### src/rtl/second_fill_strip_if.sv
// -----------------------------------------------------------------------------
// second_fill_strip_if
//   AXI-Stream style word channel shared by the padded input side and the
//   stripped output side of second_fill_strip.
//   Signals:
//     tdata  [DATA_W]  stream word
//     tvalid           word valid (driven by master)
//     tlast            last word of frame (driven by master)
//     tready           word accept (driven by slave)
//   Modports:
//     master  drives tdata/tvalid/tlast, samples tready
//     slave   samples tdata/tvalid/tlast, drives tready
// -----------------------------------------------------------------------------
interface second_fill_strip_if #(
   parameter int DATA_W = 16
);
   logic [DATA_W-1:0] tdata;
   logic              tvalid;
   logic              tlast;
   logic              tready;

   modport master (output tdata, output tvalid, output tlast, input tready);
   modport slave  (input tdata, input tvalid, input tlast, output tready);
endinterface

### src/rtl/second_fill_strip.sv
// -----------------------------------------------------------------------------
// second_fill_strip
//   Receives a padded frame of (IMG_H+2*PAD) x (IMG_W+2*PAD) words in
//   row-major order and forwards only the IMG_H x IMG_W interior words.
//   Border words are accepted and discarded. A single output register sits
//   on the master side (latency 1 from the accepted interior word).
//   Ports:
//     S_AXIS_ACLK     clock, rising edge
//     S_AXIS_ARESETN  asynchronous reset, active low
//     s_axis          padded input stream (slave modport)
//     m_axis          interior output stream (master modport)
//     Busy            frame in progress (FSM not idle)
//     Frame_Err       one-cycle pulse when input TLAST is not where expected
// -----------------------------------------------------------------------------
module second_fill_strip #(
   parameter int DATA_W = 16,
   parameter int IMG_W  = 28,
   parameter int IMG_H  = 28,
   parameter int PAD    = 1
) (
   input  logic                   S_AXIS_ACLK,
   input  logic                   S_AXIS_ARESETN,
   second_fill_strip_if.slave     s_axis,
   second_fill_strip_if.master    m_axis,
   output logic                   Busy,
   output logic                   Frame_Err
);

   localparam int PW       = IMG_W + 2*PAD;
   localparam int FILL_LEN = PAD*PW + PAD;   // leading/trailing border run
   localparam int GAP_LEN  = 2*PAD;          // right border + next left border
   localparam int CNT_W    = $clog2(FILL_LEN + 1);
   localparam int COL_W    = $clog2(IMG_W + 1);
   localparam int ROW_W    = $clog2(IMG_H + 1);

   localparam logic [CNT_W-1:0] FILL_LAST = CNT_W'(FILL_LEN - 1);
   localparam logic [CNT_W-1:0] GAP_LAST  = CNT_W'(GAP_LEN - 1);
   localparam logic [COL_W-1:0] COL_LAST  = COL_W'(IMG_W - 1);
   localparam logic [ROW_W-1:0] ROW_LAST  = ROW_W'(IMG_H - 1);

   typedef enum logic [2:0] {IDLE, HEAD, DATA, GAP, TAIL} state_t;

   state_t            state, state_nxt;
   logic [CNT_W-1:0]  cnt, cnt_nxt;
   logic [COL_W-1:0]  col, col_nxt;
   logic [ROW_W-1:0]  row, row_nxt;

   logic              s_rdy;
   logic              beat;
   logic              load;
   logic              last_nxt;
   logic              err_nxt;
   logic              abort;

   logic [DATA_W-1:0] tdata_p1;
   logic              tlast_p1;
   logic              vld_p1;
   logic              err_p1;

   // Border words are always swallowed; interior words wait for a free
   // output slot.
   always_comb begin
      s_rdy = 1'b0;
      unique case (state)
         HEAD, GAP, TAIL: s_rdy = 1'b1;
         DATA:            s_rdy = !vld_p1 || m_axis.tready;
         default:         s_rdy = 1'b0;
      endcase
   end

   assign beat = s_axis.tvalid && s_rdy;

   always_comb begin
      state_nxt = state;
      cnt_nxt   = cnt;
      col_nxt   = col;
      row_nxt   = row;
      load      = 1'b0;
      last_nxt  = 1'b0;
      err_nxt   = 1'b0;
      abort     = 1'b0;

      unique case (state)
         IDLE: begin
            // Leaving IDLE consumes no word: one bubble cycle per frame.
            if (s_axis.tvalid) state_nxt = HEAD;
         end
         HEAD: begin
            if (beat) begin
               if (s_axis.tlast)          abort = 1'b1;
               else if (cnt == FILL_LAST) begin
                  state_nxt = DATA;
                  cnt_nxt   = '0;
                  col_nxt   = '0;
                  row_nxt   = '0;
               end
               else                       cnt_nxt = cnt + 1'b1;
            end
         end
         DATA: begin
            if (beat) begin
               // The word that carries a premature TLAST is not forwarded.
               if (s_axis.tlast) abort = 1'b1;
               else begin
                  load = 1'b1;
                  if (col == COL_LAST) begin
                     col_nxt = '0;
                     if (row == ROW_LAST) begin
                        state_nxt = TAIL;
                        last_nxt  = 1'b1;
                     end
                     else begin
                        state_nxt = GAP;
                        row_nxt   = row + 1'b1;
                     end
                  end
                  else col_nxt = col + 1'b1;
               end
            end
         end
         GAP: begin
            if (beat) begin
               if (s_axis.tlast)         abort = 1'b1;
               else if (cnt == GAP_LAST) begin
                  state_nxt = DATA;
                  cnt_nxt   = '0;
               end
               else                      cnt_nxt = cnt + 1'b1;
            end
         end
         TAIL: begin
            if (beat) begin
               if (cnt == FILL_LAST) begin
                  state_nxt = IDLE;
                  err_nxt   = !s_axis.tlast;
               end
               else if (s_axis.tlast) abort = 1'b1;
               else                   cnt_nxt = cnt + 1'b1;
            end
         end
         default: state_nxt = IDLE;
      endcase

      if (abort) begin
         state_nxt = IDLE;
         err_nxt   = 1'b1;
      end

      if (state_nxt == IDLE) begin
         cnt_nxt = '0;
         col_nxt = '0;
         row_nxt = '0;
      end
   end

   // Control state
   always_ff @(posedge S_AXIS_ACLK or negedge S_AXIS_ARESETN) begin
      if (!S_AXIS_ARESETN) begin
         state  <= IDLE;
         cnt    <= '0;
         col    <= '0;
         row    <= '0;
         err_p1 <= 1'b0;
      end
      else begin
         state  <= state_nxt;
         cnt    <= cnt_nxt;
         col    <= col_nxt;
         row    <= row_nxt;
         err_p1 <= err_nxt;
      end
   end

   // ---- stage p1: output register ----
   // Reset also zeroes the data word so the output bus reads 0 after reset.
   always_ff @(posedge S_AXIS_ACLK or negedge S_AXIS_ARESETN) begin
      if (!S_AXIS_ARESETN) begin
         tdata_p1 <= '0;
         tlast_p1 <= 1'b0;
         vld_p1   <= 1'b0;
      end
      else if (load) begin
         tdata_p1 <= s_axis.tdata;
         tlast_p1 <= last_nxt;
         vld_p1   <= 1'b1;
      end
      else if (m_axis.tready) begin
         tdata_p1 <= '0;
         tlast_p1 <= 1'b0;
         vld_p1   <= 1'b0;
      end
   end

   assign s_axis.tready = s_rdy;
   assign m_axis.tdata  = tdata_p1;
   assign m_axis.tlast  = tlast_p1;
   assign m_axis.tvalid = vld_p1;
   assign Busy          = (state != IDLE);
   assign Frame_Err     = err_p1;

endmodule

### src/flat_wrapper.sv
// flat-port wrapper written by rule: the top's interface ports become plain ports
module second_fill_strip_flat 
#(
   parameter int DATA_W = 16,
   parameter int IMG_W  = 28,
   parameter int IMG_H  = 28,
   parameter int PAD    = 1
)
  (S_AXIS_ACLK, S_AXIS_ARESETN, Busy, Frame_Err, s_axis_tdata, s_axis_tvalid, s_axis_tlast, s_axis_tready, m_axis_tdata, m_axis_tvalid, m_axis_tlast, m_axis_tready);
  second_fill_strip_if #(.DATA_W(DATA_W)) s_axis_i ();
  second_fill_strip_if #(.DATA_W(DATA_W)) m_axis_i ();
  input  logic S_AXIS_ACLK;
  input  logic S_AXIS_ARESETN;
  output logic Busy;
  output logic Frame_Err;
  input wire logic [$bits(s_axis_i.tdata)-1:0] s_axis_tdata;
  input wire logic [$bits(s_axis_i.tvalid)-1:0] s_axis_tvalid;
  input wire logic [$bits(s_axis_i.tlast)-1:0] s_axis_tlast;
  output wire logic [$bits(s_axis_i.tready)-1:0] s_axis_tready;
  output wire logic [$bits(m_axis_i.tdata)-1:0] m_axis_tdata;
  output wire logic [$bits(m_axis_i.tvalid)-1:0] m_axis_tvalid;
  output wire logic [$bits(m_axis_i.tlast)-1:0] m_axis_tlast;
  input wire logic [$bits(m_axis_i.tready)-1:0] m_axis_tready;
  assign s_axis_i.tdata = s_axis_tdata;
  assign s_axis_i.tvalid = s_axis_tvalid;
  assign s_axis_i.tlast = s_axis_tlast;
  assign s_axis_tready = s_axis_i.tready;
  assign m_axis_tdata = m_axis_i.tdata;
  assign m_axis_tvalid = m_axis_i.tvalid;
  assign m_axis_tlast = m_axis_i.tlast;
  assign m_axis_i.tready = m_axis_tready;
  second_fill_strip #(.DATA_W(DATA_W), .IMG_W(IMG_W), .IMG_H(IMG_H), .PAD(PAD)) u_core (.S_AXIS_ACLK(S_AXIS_ACLK), .S_AXIS_ARESETN(S_AXIS_ARESETN), .s_axis(s_axis_i), .m_axis(m_axis_i), .Busy(Busy), .Frame_Err(Frame_Err));
endmodule
### config.mk
export PLATFORM = sky130hd
export DESIGN_NAME = second_fill_strip_flat
export DESIGN_NICKNAME = d
export VERILOG_FILES = /design/src/rtl/second_fill_strip_if.sv /design/src/rtl/second_fill_strip.sv /design/src/flat_wrapper.sv
export SDC_FILE = /design/constraint.sdc
export NUM_CORES = 1
export LEC_CHECK = 0
export ABC_CLOCK_PERIOD_IN_PS = 2400
export BUFFER_PORTS_ARGS = -buffer_cell sky130_fd_sc_hd__buf_2
export CORE_MARGIN = 3
export CORE_UTILIZATION = 54
export DETAILED_ROUTE_END_ITERATION = 16
export PLACE_DENSITY = 0.8
export SLEW_MARGIN = 20
export SYNTH_ARGS = -nofsm -noshare
export SYNTH_HDL_FRONTEND = slang
export SYNTH_SLANG_ARGS = --single-unit
### constraint.sdc
create_clock -name S_AXIS_ACLK -period 2.4 [get_ports S_AXIS_ACLK]
set_clock_uncertainty 0.1 [all_clocks]
set_input_delay 0.24 -clock S_AXIS_ACLK [delete_from_list [all_inputs] [get_ports S_AXIS_ACLK]]
set_output_delay 0.24 -clock S_AXIS_ACLK [all_outputs]
set_load 0.05 [all_outputs]
-- Word level (Yosys, flattened, before mapping)
Index checks and enable logic that the tools add are counted.
- flip-flop bits (word level): 37
- bits in latches: 0
- memory bits (writable): 0
- memory bits (read-only): 0
- bits of input ports: 21
- output and inout bits: 21
- word-level logic and storage cells: 109
- memories: 0
- $add $sub $neg: 3
- $mul: 0
- div/mod/pow operators: 0
- magnitude comparators: 0
- eq/ne operators: 20
- shift-type cells: 0
- muxes and demuxes: 63
- bitwise operators: 0
- reductions and logical operators: 15
- operators with widths (kind ; count):
    2-to-1 mux 5 bit ; 22
    2-to-1 mux 3 bit ; 14
    2-to-1 mux 16 bit ; 2
    case mux 5 bit (2 select lines) ; 2
    2-to-1 mux 1 bit ; 19
    inequality test 3 x 1 -> 1 bit, second input constant ; 6
    AND reduction 8 bit ; 2
    adder 5 x 1 -> 5 bit, second input constant ; 3
    == test 5 bit, second input constant ; 3
    case mux 3 bit (5 select lines) ; 1
    case mux 5 bit (3 select lines) ; 1
    inequality test 3 x 2 -> 1 bit, second input constant ; 4
    == test 3 x 2 -> 1 bit, second input constant ; 2
    zero test 3 bit ; 2
    inequality test 3 bit, second input constant ; 2
    AND reduction 6 bit ; 1
    nonzero test 3 bit ; 2
    OR reduction 3 bit ; 2
    == test 5 x 1 -> 1 bit, second input constant ; 1
    case mux 1 bit (2 select lines) ; 2
    nonzero test 4 bit ; 1
    == test 3 x 1 -> 1 bit, second input constant ; 1
    == test 3 bit, second input constant ; 1
    zero test 1 bit ; 2
    3 further kinds ; 3

-- Depth between registers and ports, before layout
- word-level depth: 10
- depth in mapped cells: 10
- depth with buffers taken out: 8

-- Worst setup path after synthesis
No wires, ideal clock.
- path type: register to register
- from: reg u_core.vld_p1 (netlist: u_core.m_axis.tvalid)
- to: reg u_core.col[0]
- library setup time: 120 ps
- arrival time: 2018 ps
- required time: 2180 ps
- path slack: 162 ps
- stages on the path, launching flop included: 8
- path buffers: 1
- clock period less this slack: 2238 ps
- path through: dfrtp_1 > nand2b_1 > a21boi_0 > or2_1 > o31ai_2 > a41oi_2 > buf_6 > a31o_2
- longest elaborated chain between the ends: 10
- elaborated cells on any way between the ends: 22
- classes of those cells: 5 x eq/ne; 11 x mux; 6 x reduce/logical
- ends and longest elaborated chain (element ; RTL line ; RTL):
    start, declared ; second_fill_strip.sv:57 ; logic vld_p1;
    start signal, assigned ; second_fill_strip.sv:180 ; vld_p1 <= 1'b0;
    start signal, assigned ; second_fill_strip.sv:185 ; vld_p1 <= 1'b1;
    start signal, assigned ; second_fill_strip.sv:190 ; vld_p1 <= 1'b0;
    zero test 1 bit * ; second_fill_strip.sv:66 ; DATA: s_rdy = !vld_p1 || m_axis.tready;
    logical OR 1 bit * ; second_fill_strip.sv:66 ;
    case mux 1 bit (2 select lines) * ; second_fill_strip.sv:64 ; unique case (state)
    logical AND 1 bit * ; second_fill_strip.sv:71 ; assign beat = s_axis.tvalid && s_rdy;
    2-to-1 mux 3 bit (tied with other cells) ; second_fill_strip.sv:132 ; if (beat) begin
    case mux 3 bit (5 select lines) or case mux 1 bit (2 select lines) (tied branches) ; second_fill_strip.sv:83 ; unique case (state)
    2-to-1 mux 3 bit ; second_fill_strip.sv:144 ; if (abort) begin
    zero test 3 bit ; second_fill_strip.sv:149 ; if (state_nxt == IDLE) begin
    inequality test 3 x 1 -> 1 bit (no line) (tied with other cells) ; - ;
    AND reduction 6 bit (no line) ; - ;
    end signal, assigned ; second_fill_strip.sv:168 ; col <= col_nxt;
    end, declared ; second_fill_strip.sv:45 ; logic [COL_W-1:0] col, col_nxt;
Mark *: on every way between the ends. The rest lies on a longest branch, timed or not.
A chain may end at the register's enable or synchronous reset.

-- Worst setup path in the final report
- from: reg u_core.col[0]
- to: reg u_core.col[2]
- longest elaborated chain between the ends: 9
- elaborated cells on any way between the ends: 20
- classes of those cells: 1 x add/sub; 6 x eq/ne; 10 x mux; 3 x reduce/logical
- ends and longest elaborated chain (element ; RTL line ; RTL):
    == test 5 bit ; second_fill_strip.sv:106 ; if (col == COL_LAST) begin
    2-to-1 mux 3 bit ; second_fill_strip.sv:106 ;
    2-to-1 mux 3 bit ; second_fill_strip.sv:103 ; if (s_axis.tlast) abort = 1'b1;
    2-to-1 mux 3 bit ; second_fill_strip.sv:101 ; if (beat) begin
    case mux 3 bit (5 select lines) ; second_fill_strip.sv:83 ;
    2-to-1 mux 3 bit ; second_fill_strip.sv:144 ;
    zero test 3 bit ; second_fill_strip.sv:149 ;
    inequality test 3 x 1 -> 1 bit (no line) (tied with other cells) ; - ;
    AND reduction 6 bit (no line) ; - ;
Several ways; a longest one is shown, not always the timed one. The select of a mux whose other input is x is not followed.

==> impl_metrics.yaml <==
setup_path:
  crit_required_ps: 2470
  worstPathArrival_ps: 2310
  cp_slowest_cell: "dfrtp_1"
  critPathMaxFanout: 13
  cp_cell_sequence: "ha_1 -> and4b_2 -> nand2_1 -> o31ai_2 -> a41oi_2 -> buf_4 -> a32o_1"
  cp-end-kind: "flop"
  reg2reg_depth: 7
  r2r_start: "u_core.col[0]"
  slowest_delay_ps: 390
  cp-start-kind: "flop"
  ff2ff_setup_slack_ps: 160
  r2r_end: "u_core.col[2]"
  path_class: "reg -> reg"
floorplanning:
  core_um2: 3470
  die_w_um: 67.1
  die_h_um: 67.1
  rows: 21
  io_pins: 42
  initial_core_util: 0.581
  dieArea_um2: 4500
yosys:
  syn_area_per_cell_um2: 9.12
  synth-edff-count: 0
  synth_top_area_share: 0.459
  async_flop_share: 1.00
  yosysWarnings: 0
  syn-instance-count: 221
  syn_nets: 247
  ys_types: 51
  synth_area_leaders: "dfrtp_1, nand2_1, nand3_1, ha_1, a32o_1"
  synth_seq_cells: 37
  yosysSeqAreaShare: 0.459
  yosysTopAreaCell: "dfrtp_1"
  ys.flop_type: "dfrtp_1"
  syn_area_um2: 2020
routing:
  drc: 0
  wl_um: 4300
  drtPass1Iterations: 4
  wl_per_cell_um: 13.9
  drt_iter0_drc: 114
  drtAntennaViolNets: 0
  viasPerCell: 5.72
  dr_total_vias: 1772
cts:
  clk_latency_ps: 290
  h-tree-depth: 2
  root_buffer: "clkbuf_8"
  numCtsBuffers: 5
  postCtsSetupRepairBufs: 0
  cts_sinks: 37
  path_clk_slew_ps: 70
  clock_path_buffers: 2
  cts_tree: "done"
outcome:
  status: "finished, final reports clean"
final_layout:
  fin_cells: 310
  final_common_cell: "nand2_1"
  fill_cells: 301
  drive_gt1_frac: 0.277
  layout_common_cells: "nand2_1, buf_2, dfrtp_1"
  fin_nets: 290
  antennaDiodeCount: 0
  area_growth_pct: 16.4
sta:
  fin_crit_sh: 0.932
  hold_viol: 0
  final-max-slew-violation-count: 0
  relSlewSlack: 0.458
  fmax_mhz: 447
  rsz0062_at_grt: "false"
  final.setup.tns_ps: 0
  worst_pin_slew_ps: 813
  fin_crit_ps: 2240
  setup-violations-final: 0
worst_hold_path:
  min_path_cells: 3
  min_from: "s_axis_tdata[10]"
  hp-class: "in -> reg"
  worstHoldEndpoint: "u_core.m_axis.tdata[10]"
placed_design:
  io_buffer_count: 41
  dp_hpwl_um: 3000
  gp_congestion: 0.821
  dp_cells: 302
global_route:
  grt_max_degree: 38
  grt_overflow: 0
  antenna_found_initial: 0
  grt_first_pass_wirelength_um: 7190
  grt_use_total: 0.213
  grt_pass1_vias: 1585
pwr:
  power_density_nw_per_um2: 514
  ir_worst_vdd_mv: 0.407
  p_leak_nw: 1.21
job:
  drv_cap: 0
==> cell families (layout without fill, tap and decap cells) <==
group,count (synthesis),count (layout),synth area share
xor gates and xnor gates,1,1,0.00435
DFF,37,37,0.459
and+or+nand+nor,121,121,0.300
muxes,1,1,0.00497
buffers and inverters,16,59,0.0472
adders and majority gates,5,5,0.0310
AOI/OAI and AO/OA,40,40,0.153
==> what timing repair did <==
item                       in CTS  in global routing
gates resized for setup         0                  2
hold buffers                    1                  0
hold endpoints to repair       37                  0
setup endpoints to repair       0                 13
==> how the worst max path moves through the flow <==
stage,from,end,slack (ps),cells past startpoint
6_report,u_core.col[0],u_core.col[2],160,7
5_1_grt,u_core.state[1],u_core.col[2],20,6
4_1_cts,u_core.col[0],u_core.row[2],50,8
3_5_place_dp,u_core.col[0],u_core.row[2],50,8
3_3_place_gp,u_core.col[0],u_core.cnt[4],80,8
2_1_floorplan,u_core.m_axis.tvalid,u_core.col[0],160,7
==> report_power, final <==
part           internal, mW  total [mW]  switching (mW)
logic                0.0513       0.135          0.0834
registers             0.632       0.645          0.0132
clock network         0.227       0.425           0.198
total                 0.911        1.21           0.295
==> synth_stat cells, types with 2 or more instances <==
library cell,n
clkbuf_1,5
nand3b_1,2
inv_1,3
a21oi_1,7
nand2_1,50
ha_1,5
and4b_1,2
or2_2,2
a21boi_0,2
nor2b_1,2
o21ai_0,8
nand2b_1,3
and2_1,3
a32o_1,5
nor2_1,12
dfrtp_1,37
o211a_1,2
nand4_1,4
a31o_2,5
or3_1,2
nor3_1,3
buf_2,2
nand3_1,22
or2_1,2
buf_6,3
a21boi_1,3
==> sequential cells by signal, summed over array words and instances (netlist names) <==
register	count
u_core.Frame_Err	1
u_core.cnt	5
u_core.col	5
u_core.m_axis.tdata	16
u_core.m_axis.tlast	1
u_core.m_axis.tvalid	1
u_core.row	5
u_core.state	3
==> metrics by stage <==
stage	utilization	setup slack [ps]	hold slack, ps	power [mW]	cell area [um2]
2_1_floorplan	-	162	-156	0.746	2020
3_3_place_gp	0.647	79.8	276	0.788	2240
3_5_place_dp	0.647	48.1	284	0.791	2240
4_1_cts	0.675	49.8	32.7	1.22	2340
5_1_grt	0.677	23.3	39.2	1.26	2350
6_report	0.677	164	38.1	1.21	2350
==> per-layer routing <==
| metal | global-route usage | wire [um] | vias up |
|---|---|---|---|
| met5 | 0 | 0 | - |
| met4 | 0.0835 | 72 | 0 |
| met3 | 0.0472 | 278 | 6 |
| met2 | 0.335 | 1940 | 56 |
| met1 | 0.283 | 2010 | 848 |
| li1 | - | - | 862 |
==> area by class of cell <==
type | instances | area, um2 | share of cell area
Clock buffer | 7 | 86.3 | 0.0368
Inverter | 4 | 15.0 | 0.00640
Multi-Input combinational cell | 168 | 1000 | 0.427
Sequential cell | 37 | 926 | 0.394
Tap cell | 46 | 57.6 | 0.0245
Timing Repair Buffer | 48 | 260 | 0.111
==> critical path, delay by kind of cell, from the launching register on <==
kind | cells | cell delay, ps
AOI/OAI and AO/OA | 3 | 700
and+or+nand+nor | 2 | 480
buffers and inverters | 1 | 200
DFF | 1 | 390
adders and majority gates | 1 | 240
Power figures use the tool's default switching activity.
